### src/rtl/bcd_updown_timer.sv
// BCD stopwatch/timer core: up/down counting over NUM_DIGITS BCD digits,
// preload with clamping, run/pause control and terminal detection.
module bcd_updown_timer #(
   parameter int NUM_DIGITS = 4,
   parameter int SEC_FORMAT = 1
) (
   input  logic                    clk,
   input  logic                    reset,
   input  logic                    tick,
   input  logic                    mode_up,
   input  logic                    set_time,
   input  logic                    start_stop,
   input  logic                    clear,
   input  logic [4*NUM_DIGITS-1:0] load_digits,
   output logic [4*NUM_DIGITS-1:0] count,
   output logic                    running,
   output logic                    done,
   output logic                    at_limit
);

   localparam int W = 4 * NUM_DIGITS;

   localparam logic [1:0] ST_IDLE  = 2'd0;
   localparam logic [1:0] ST_RUN   = 2'd1;
   localparam logic [1:0] ST_PAUSE = 2'd2;
   localparam logic [1:0] ST_DONE  = 2'd3;

   // Digit 1 is tens-of-seconds in MM:SS mode and tops out at 5.
   function automatic logic [3:0] digit_lim(input int i);
      return (SEC_FORMAT != 0 && i == 1) ? 4'd5 : 4'd9;
   endfunction

   function automatic logic [W-1:0] max_val();
      logic [W-1:0] v;
      v = '0;
      for (int i = 0; i < NUM_DIGITS; i++) begin
         v[4*i +: 4] = digit_lim(i);
      end
      return v;
   endfunction

   localparam logic [W-1:0] MAX = max_val();

   logic [1:0]   state;
   logic         dir_q;
   logic [W-1:0] inc_v;
   logic [W-1:0] dec_v;
   logic [W-1:0] clamp_v;
   logic [W-1:0] nxt;
   logic         nxt_term;
   logic         start_lim;

   // Full carry/borrow ripple across every digit in one cycle.
   always_comb begin
      logic cy;
      logic bw;
      inc_v   = count;
      dec_v   = count;
      clamp_v = load_digits;
      cy      = 1'b1;
      bw      = 1'b1;
      for (int i = 0; i < NUM_DIGITS; i++) begin
         if (cy) begin
            if (count[4*i +: 4] >= digit_lim(i)) begin
               inc_v[4*i +: 4] = 4'd0;
            end else begin
               inc_v[4*i +: 4] = count[4*i +: 4] + 4'd1;
               cy = 1'b0;
            end
         end
         if (bw) begin
            if (count[4*i +: 4] == 4'd0) begin
               dec_v[4*i +: 4] = digit_lim(i);
            end else begin
               dec_v[4*i +: 4] = count[4*i +: 4] - 4'd1;
               bw = 1'b0;
            end
         end
         if (load_digits[4*i +: 4] > digit_lim(i)) begin
            clamp_v[4*i +: 4] = digit_lim(i);
         end
      end
   end

   assign nxt       = dir_q ? inc_v : dec_v;
   assign nxt_term  = dir_q ? (inc_v == MAX) : (dec_v == '0);
   assign start_lim = mode_up ? (count == MAX) : (count == '0);
   assign at_limit  = dir_q ? (count == MAX) : (count == '0);

   always_ff @(posedge clk) begin
      if (reset) begin
         count   <= '0;
         state   <= ST_IDLE;
         running <= 1'b0;
         done    <= 1'b0;
         dir_q   <= 1'b0;
      end else begin
         done <= 1'b0;
         if (clear) begin
            count   <= '0;
            state   <= ST_IDLE;
            running <= 1'b0;
         end else if (set_time && state != ST_RUN) begin
            count   <= clamp_v;
            state   <= ST_IDLE;
            running <= 1'b0;
         end else if (start_stop) begin
            case (state)
               ST_IDLE, ST_PAUSE: begin
                  if (!start_lim) begin
                     state   <= ST_RUN;
                     running <= 1'b1;
                     dir_q   <= mode_up;
                  end
               end
               ST_RUN: begin
                  state   <= ST_PAUSE;
                  running <= 1'b0;
               end
               default: ;
            endcase
         end else if (tick && state == ST_RUN) begin
            count <= nxt;
            if (nxt_term) begin
               state   <= ST_DONE;
               running <= 1'b0;
               done    <= 1'b1;
            end
         end
      end
   end

endmodule

### config.mk
export PLATFORM = sky130hd
export DESIGN_NAME = bcd_updown_timer
export DESIGN_NICKNAME = d
export VERILOG_FILES = /design/src/rtl/bcd_updown_timer.sv
export SDC_FILE = /design/constraint.sdc
export NUM_CORES = 1
export LEC_CHECK = 0
export ABC_AREA = 1
export ABC_CLOCK_PERIOD_IN_PS = 2950
export CAP_MARGIN = 40
export CORE_ASPECT_RATIO = 1.2
export CORE_UTILIZATION = 55
export DETAILED_ROUTE_END_ITERATION = 8
export GPL_TIMING_DRIVEN = 0
export MAX_ROUTING_LAYER = met4
export PLACE_DENSITY = 0.83
export SLEW_MARGIN = 20
export SYNTH_ARGS = -nofsm -noshare
export SYNTH_HDL_FRONTEND = slang
export SYNTH_SLANG_ARGS = --single-unit
### constraint.sdc
create_clock -name clk -period 2.95 [get_ports clk]
set_input_delay 0.59 -clock clk [delete_from_list [all_inputs] [get_ports clk]]
set_output_delay 0.59 -clock clk [all_outputs]
set_load 0.01 [all_outputs]
== Yosys cells after proc, flatten, opt, wreduce, memory -nomap -nowiden ==
Cells that the tools add are included.
Cells by class
  equal/unequal tests: 8
  reduce and logical (&&, ||, !) cells: 19
  bitwise operators: 4
  magnitude comparators: 8
  add/subtract/negate cells: 8
  muxes and demuxes: 46
Operators with widths (count)
  two-way mux 4 bit: 18
  two-way mux 16 bit: 4
  equality test 16 bit (second input constant): 2
  zero test 16 bit: 2
  two-way mux 1 bit: 18
  adder 4 x 1 -> 4 bit (second input constant): 4
  zero test 4 bit: 4
  subtractor 4 x 1 -> 4 bit (second input constant): 4
  greater-or-equal comparator 4 bit (second input constant): 3
  > comparator 4 bit (second input constant): 3
  two-way mux 2 bit: 4
  nonzero test 2 bit: 3
  AND reduction 5 bit: 1
  OR reduction 5 bit: 1
  greater-or-equal comparator 4 x 3 -> 1 bit (second input constant): 1
  > comparator 4 x 3 -> 1 bit (second input constant): 1
  inequality test 2 x 1 -> 1 bit (second input constant): 2
  NOT 1 bit: 4
  case mux 2 bit (2 select lines): 1
  AND reduction 4 bit: 1
  OR reduction 2 bit: 2
  inequality test 3 x 1 -> 1 bit (second input constant): 1
  inequality test 3 bit (second input constant): 1
  OR reduction 3 bit: 1
  6 further kinds: 7
Word-level totals
  bits of input ports: 23
  flip-flop bits (word level): 21

== Longest topological paths before layout ==
Gate-level depths: netlist (run 1).
  depth after elaboration: 10
  depth in mapped cells: 18

== Least setup slack after synthesis (run 1) ==
OpenSTA, ideal clock, no wires.
  path type: reg2out
  start point: reg count[0]
  end point: out at_limit
  setup slack: 0.868 ns
  cell stages (with the launch flop): 11
  data required time: 2.360 ns
  arrival time: 1.492 ns
  path through: dfxtp_1 -> inv_1 -> ha_1 -> nand3_4 -> nor2_8 -> nand2_4 -> clkinv_4 -> nand2_2 -> nand2_1 -> o21ai_0 -> inv_1
Between the ends
  word-level cells in the longest chain between the ends: 2
  elaborated cells between the ends (all ways): 3
Ends and longest elaborated chain
  from (decl): line 15  | output logic [4*NUM_DIGITS-1:0] count,
  from (signal assigned): line 104  | count <= clamp_v;
  from (signal assigned): line 123  | count <= nxt;
  equality test 16 bit / zero test 16 bit (equally long branches): line 88  | assign at_limit = dir_q ? (count == MAX) : (count == '0);
  two-way mux 1 bit (*): line 88
  to (decl): line 18  | output logic at_limit
Every way passes the cells marked *; elsewhere a longest branch is shown, timed or not.

== Worst setup path after layout (run 1) ==
Ends and elaborated chain as after synthesis.

==> results.sh, run 1 <==
export IMPL_core_area_mm2=0.00404
export IMPL_peakVddDrop_uv=232
export IMPL_die_h_um=73.7
export IMPL_nets=478
export IMPL_regToRegStartpoint="count[1]"
export IMPL_vias_per_cell=5.61
export IMPL_dr_pass1_iters=5
export IMPL_reg2reg_depth=16
export IMPL_portBuffers=41
export IMPL_clock_latency_ns=0.26
export IMPL_drive_gt1_share_pct=15.4
export IMPL_synth_most_common_cell="nand2_1"
export IMPL_num_rows=25
export IMPL_wl_per_cell_um=14.3
export IMPL_power_switching_uw=370
export IMPL_placedCellCount=486
export IMPL_num_vias=2778
export IMPL_utilization_pct=74.0
export IMPL_cts_tree="done"
export IMPL_path_delay_family="simple AND/OR/NAND/NOR gates"
export IMPL_synthCells=391
export IMPL_ctsLongestPathBuffers=2
export IMPL_grt_pass1_vias=2368
export IMPL_cts_htree_levels=1
export IMPL_yosysSeqAreaShare_pct=17.8
export IMPL_tns_ns=0
export IMPL_drtIter0Drc=248
export IMPL_antenna_found_initial=0
export IMPL_synth_cell_type_count=40
export IMPL_finalHoldViolCount=0
export IMPL_setup_viol=0
export IMPL_r2r_setup_slack_ns=0.70
export IMPL_final_cells=495
export IMPL_p_comb_share_pct=44.4
export IMPL_crit_chain="inv_2, ha_4, nand3_4, nor2_8, nand2_4, clkinv_4, nand2_2, nand2_1, o21ai_0, inv_1, dlymetal6s2s_1"
export IMPL_period_minus_slack_ns=2.49
export IMPL_grt_pass1_wl_um=10600
export IMPL_synth_edf_count=0
export IMPL_async_flop_share_pct=0
export IMPL_maxSlewHeadroom_pct=57.2
export IMPL_die_area_mm2=0.00455
export IMPL_switching_share_pct=39.7
export IMPL_synth_compound_area_share_pct=17.6
export IMPL_detail_route_antenna_nets=0
export IMPL_worstMarginPinSlew_ns=0.640
export IMPL_grt_max_degree=13
export IMPL_dpl_instance_area_mm2=0.00284
export IMPL_ys_top_cells_by_area="dfxtp_1 (18%), nand2_1 (15%), nor2_1 (8.6%), nand3_1 (7.9%), ha_1 (6.9%)"
export IMPL_internal_power_uw=561
export IMPL_path_clk_slew_ns=0.09
export IMPL_synth_simple_gate_area_share_pct=45.6
export IMPL_end_kind="output pin"
export IMPL_clock_fmax_mhz=402
export IMPL_place_ws_ns=-0.000218
export IMPL_yosys_warnings=0
export IMPL_grt_ovfl_total=0
export IMPL_crit_slowest_cell="dfxtp_4"
export IMPL_rsz0062_at_grt="false"
export IMPL_finalMaxSlewViolations=0
export IMPL_cts_buffers=3
export IMPL_synthesis_area_mm2=0.00236
export IMPL_critPathArrivalTime_ns=1.90
export IMPL_die_x_um=61.8
export IMPL_p_leak_nw=1.37
export IMPL_whs_ns=0.471
export IMPL_fin_ws_ns=0.460
export IMPL_cts_hold_buf=0
export IMPL_yosys_area_top_type="dfxtp_1"
export IMPL_initial_core_util_pct=58.4
export IMPL_synth_common_cells="nand2_1 (94), nor2_1 (54), inv_1 (38), nand3_1 (37), dfxtp_1 (21)"
export IMPL_synth_xor_area_share_pct=1.11
export IMPL_r2r_end="running"
export IMPL_pwr_share_clk_pct=22.1
export IMPL_root_buffer="clkbuf_8"
export IMPL_worst_path_max_fanout=7
export IMPL_hp_class="reg2reg"
export IMPL_crit_required_ns=2.36
export IMPL_p_per_area_mw_per_mm2=312
export IMPL_diodes=0
export IMPL_cpPeakStageDelay_ns=0.38
export IMPL_period_share_pct=84.4
export IMPL_place_gp_congestion=0.975
export IMPL_synth_top_family_by_area="simple AND/OR/NAND/NOR gates"
export IMPL_grt_usage_pct=32.2
export IMPL_min_from="state[0]"
export IMPL_drc=0
export IMPL_status="complete, no violations"
export IMPL_ys_flop_type="dfxtp_1"
export IMPL_syn_nets=427
export IMPL_ys_ff_latch=21
export IMPL_start_kind="flip-flop"
export IMPL_worstSetupPathType="reg2out"
export IMPL_pwr_share_seq_pct=33.5
export IMPL_min_to="state[0]"
export IMPL_dp_hpwl_um=5300
export IMPL_ios=42
export IMPL_syn_area_per_cell_um2=6.03
export IMPL_hold_depth=2
export IMPL_synthAdderAreaFrac_pct=6.90
export IMPL_maxCapViolCount=0
export IMPL_syn_to_final_growth_pct=26.8
export IMPL_fin_area_mm2=0.00299
export IMPL_yosysTopAreaCellShare_pct=17.8
export IMPL_critPathBufInv=4
export IMPL_cts_sink_count=21
export IMPL_drt_total_wl_um=7080
export IMPL_final_setup_skew_ns=0.00167
export IMPL_synth_mux_area_share_pct=0
export IMPL_finalPower_uw=931
-- placed cells by master (no fill, tap or decap), types with 3 or more instances in the layout --
cell | synthesis | layout
a21oi_1 | 15 | 15
a221oi_1 | 3 | 3
a31oi_1 | 12 | 12
buf_2 | 4 | 4
buf_4 | 1 | 6
clkbuf_1 | 7 | 7
clkbuf_8 | 0 | 3
clkdlybuf4s50_1 | 0 | 40
clkinv_2 | 2 | 3
dfxtp_1 | 21 | 16
dfxtp_2 | 0 | 3
ha_1 | 13 | 10
ha_4 | 0 | 3
inv_1 | 38 | 31
inv_2 | 5 | 12
nand2_1 | 94 | 94
nand2_2 | 9 | 9
nand3_1 | 37 | 37
nand3_4 | 4 | 4
nand3b_1 | 3 | 3
nand4_1 | 6 | 6
nor2_1 | 54 | 53
nor3_1 | 4 | 4
o211ai_1 | 9 | 9
o21ai_0 | 17 | 17
o21ai_1 | 9 | 9
xor2_1 | 3 | 3
-- cell families after synthesis --
kind of cell	after synthesis
simple gates	223
compound gates	70
buf+inv	61
flops	21
fa+ha+maj	13
xor+xnor	3
-- repair_timing --
item | 4_1_cts | 5_1_grt
buffers inserted | 0 | 5
gates resized for setup | 9 | 15
setup endpoints to repair | 1 | 1
pin swaps | 0 | 3
-- layout make-up --
type	count	area, µm²
plain buffers	14	70.1
clock buffers	3	41.3
clock inverters	1	5.00
fillers	349	1050
inverters	47	186
multi-input cells	309	1740
flip-flops and latches	21	432
well taps	54	67.6
repair buffers	46	450
-- worst min-delay path: cells and delay by family (launching register included) --
kind / cells / cell delay [ns]
buffers and inverters: 1 / 0.04
AO/OA/AOI/OAI: 1 / 0.07
flip-flops: 1 / 0.34
-- power groups by stage --
stage	registers [mW]	clock network, mW	logic [mW]
finish	0.312	0.206	0.414
global route	0.314	0.215	0.453
CTS	0.311	0.204	0.395
detailed placement	0.317	0	0.387
global placement	0.317	0	0.384
floorplan	0.318	0	0.266
-- layer usage --
layer / vias up / share of wire (%) / GRT usage (%) / wire, µm
met2: 136 / 48 / 52.6 / 3420
met5: - / 0 / - / 0
li1: 1396 / - / - / -
met4: 0 / 2.3 / 12.1 / 165
met1: 1228 / 42 / 40.6 / 3010
met3: 18 / 6.9 / 2.46 / 487
-- worst max-delay path by stage --
| stage | from | end | slack, ns | cells after the start |
|---|---|---|---|---|
| after global routing | count[0] | at_limit | 0.36 | 11 |
| final | count[0] | at_limit | 0.46 | 11 |
| after detailed placement | count[4] | at_limit | -0.0002 | 7 |
| after CTS | count[0] | at_limit | 0.005 | 11 |
| after global placement | count[4] | at_limit | 0.01 | 7 |
| after floorplan | count[0] | at_limit | 0.87 | 10 |
-- flip-flops by register name (all words and copies together) (netlist names) --
register  count
dir_q         1
state         2
done          1
count        16
running       1
Note: power is estimated with default switching activity, not from simulation.
==> run 2, diff against run 1 <==
--- a/config.mk
+++ b/config.mk
@@ -6,14 +6,14 @@
 export NUM_CORES = 1
 export LEC_CHECK = 0
 export ABC_AREA = 1
-export ABC_CLOCK_PERIOD_IN_PS = 2950
+export ABC_CLOCK_PERIOD_IN_PS = 2450
 export CAP_MARGIN = 40
 export CORE_ASPECT_RATIO = 1.2
-export CORE_UTILIZATION = 55
+export CORE_UTILIZATION = 54
 export DETAILED_ROUTE_END_ITERATION = 8
 export GPL_TIMING_DRIVEN = 0
 export MAX_ROUTING_LAYER = met4
-export PLACE_DENSITY = 0.83
+export PLACE_DENSITY = 0.82
 export SLEW_MARGIN = 20
 export SYNTH_ARGS = -nofsm -noshare
 export SYNTH_HDL_FRONTEND = slang
==> constraint.sdc (replaced) <==
create_clock -name clk -period 2.45 [get_ports clk]
set_input_delay 0.49 -clock clk [delete_from_list [all_inputs] [get_ports clk]]
set_output_delay 0.49 -clock clk [all_outputs]
set_load 0.01 [all_outputs]
==> results.sh, run 2 (synthesis results as in run 1) <==
export IMPL_wl_per_cell_um=14.8
export IMPL_grt_pass1_wl_um=11600
export IMPL_maxCapViolCount=0
export IMPL_final_setup_skew_ns=0.00783
export IMPL_crit_chain="inv_2, clkbuf_1, nand2_1, o21ai_1, inv_1, clkdlybuf4s15_2"
export IMPL_detail_route_antenna_nets=0
export IMPL_root_buffer="clkbuf_8"
export IMPL_r2r_end="state[1]"
export IMPL_p_leak_nw=1.40
export IMPL_finalHoldViolCount=0
export IMPL_grt_usage_pct=33.3
export IMPL_place_gp_congestion=0.924
export IMPL_cpPeakStageDelay_ns=0.46
export IMPL_nets=484
export IMPL_multi_input_area_mm2=0.00174
export IMPL_period_share_pct=97.1
export IMPL_cts_buffers=3
export IMPL_antenna_found_initial=0
export IMPL_regToRegStartpoint="count[0]"
export IMPL_rsz0062_at_grt="false"
export IMPL_grt_ovfl_total=0
export IMPL_crit_required_ns=1.96
export IMPL_fillers=351
export IMPL_cts_htree_levels=1
export IMPL_largest_register_ffs=16
export IMPL_crit_slowest_cell="dfxtp_1"
export IMPL_startpoint="dir_q"
export IMPL_start_kind="flip-flop"
export IMPL_r2r_setup_slack_ns=0.21
export IMPL_worstMarginPinSlew_ns=0.644
export IMPL_drc=0
export IMPL_tns_ns=0
export IMPL_syn_to_final_growth_pct=29.6
export IMPL_p_per_area_mw_per_mm2=379
export IMPL_period_minus_slack_ns=2.38
export IMPL_mostFrequentLayoutCell="nand2_1"
export IMPL_num_rows=25
export IMPL_path_clk_slew_ns=0.09
export IMPL_status="complete, no violations"
export IMPL_portBuffers=41
export IMPL_grt_max_degree=13
export IMPL_core_area_mm2=0.00407
export IMPL_maxSlewHeadroom_pct=56.9
export IMPL_ios=42
export IMPL_ctsLongestPathBuffers=2
export IMPL_die_h_um=74.4
export IMPL_end_kind="output pin"
export IMPL_drtIter0Drc=247
export IMPL_path_delay_family="buffers and inverters"
export IMPL_top_regs="count: 16 flops, state: 2 flops"
export IMPL_drt_total_wl_um=7420
export IMPL_vias_per_cell=5.78
export IMPL_setup_viol=0
export IMPL_register_area_um2=440
export IMPL_die_area_mm2=0.00463
export IMPL_peakVddDrop_uv=208
export IMPL_reg2reg_depth=15
export IMPL_drive_gt1_share_pct=18.1
export IMPL_worst_path_max_fanout=10
export IMPL_dr_pass1_iters=5
export IMPL_critPathArrivalTime_ns=1.89
export IMPL_cp_depth=6
export IMPL_die_x_um=62.3
export IMPL_clock_latency_ns=0.27
export IMPL_critPathBufInv=4
export IMPL_finalMaxSlewViolations=0
export IMPL_whs_ns=0.479
export IMPL_finalPower_mw=1.16
export IMPL_mostFrequentLayoutCells="nand2_1 (94), nor2_1 (53), clkdlybuf4s50_1 (40), nand3_1 (36), inv_1 (31)"
export IMPL_initial_core_util_pct=58.0
export IMPL_worstSetupPathType="reg2out"
export IMPL_grt_pass1_vias=2538
export IMPL_cts_sink_count=21
export IMPL_diodes=0
export IMPL_hp_class="reg2reg"
export IMPL_clock_fmax_mhz=420
export IMPL_num_vias=2894
export IMPL_top_register="count"
export IMPL_endpoint="at_limit"
export IMPL_dp_hpwl_um=5510
export IMPL_cts_tree="done"
-- run 2: changes by cell type in the layout (fill, tap and decap cells not counted), sizes merged --
cell / previous run / this run
clkbuf: 11 / 10
dlymetal6s2s: 1 / 0
clkdlybuf4s15: 0 / 1
buf: 11 / 18
-- run 2: how the worst min path moves through the flow --
| stage | from | to | cells past startpoint |
|---|---|---|---|
| 2_1_floorplan | state[0] | state[0] | 2 |
| 3_3_place_gp | state[0] | state[0] | 2 |
| 3_5_place_dp | state[0] | state[0] | 2 |
| 4_1_cts | state[0] | state[0] | 2 |
| 5_1_grt | state[0] | state[0] | 2 |
| 6_report | state[0] | state[0] | 2 |
-- run 2: what timing repair did --
| action | in CTS | in global routing |
|---|---|---|
| gates resized for setup | 24 | 11 |
| hold buffers | 0 | 0 |
| setup endpoints to repair | 1 | 1 |
| gates cloned | 0 | 0 |
| pin swaps | 5 | 5 |
| buffers inserted | 5 | 7 |
| endpoints found under the hold margin | 0 | 0 |
-- run 2: layout make-up --
cell class / count / area share [%]
multi-input cells: 309 / 57.1
repair buffers: 53 / 16.4
flip-flops and latches: 21 / 14.4
inverters: 47 / 6.19
well taps: 54 / 2.21
plain buffers: 13 / 2.17
clock buffers: 3 / 1.35
clock inverters: 1 / 0.164
-- run 2: report_power, final --
group | internal [mW] | switching [mW]
clock network | 0.114 | 0.140
logic | 0.223 | 0.307
registers | 0.354 | 0.0191
-- run 2: per-stage QoR --
| stage | setup WS [ns] | std cells | cell area [µm²] | utilization, % |
|---|---|---|---|---|
| final | 0.0711 | 501 | 3050 | 75.1 |
| after global routing | 0.0116 | 501 | 3050 | 75.1 |
| after CTS | 0.000428 | 494 | 2980 | 73.3 |
| after detailed placement | -0.364 | 486 | 2840 | 69.7 |
| after global placement | -0.296 | 486 | 2840 | 69.7 |
| after floorplan | 0.438 | 391 | 2360 | - |
-- run 2: worst reg2reg max path, stage by stage (launching register included) --
cell	delay (ns)
dfxtp_2	0.42
inv_2	0.09
ha_4	0.17
buf_4	0.15
nand3_2	0.14
nand2_4	0.12
inv_4	0.13
nor2_1	0.05
nor2_1	0.16
nand3b_1	0.11
nor2_1	0.15
nand3_1	0.08
nand2_1	0.11
nand2_2	0.08
nand3_1	0.11
a21oi_1	0.06
-- run 2: layer usage --
metal  vias to the layer above  GRT usage, %  wire length [µm]
li1                       1414             -                 -
met1                      1297          37.5              3020
met4                         0          17.6               284
met5                         -             -                 0
met3                        26          3.37               494
met2                       157          59.0              3610
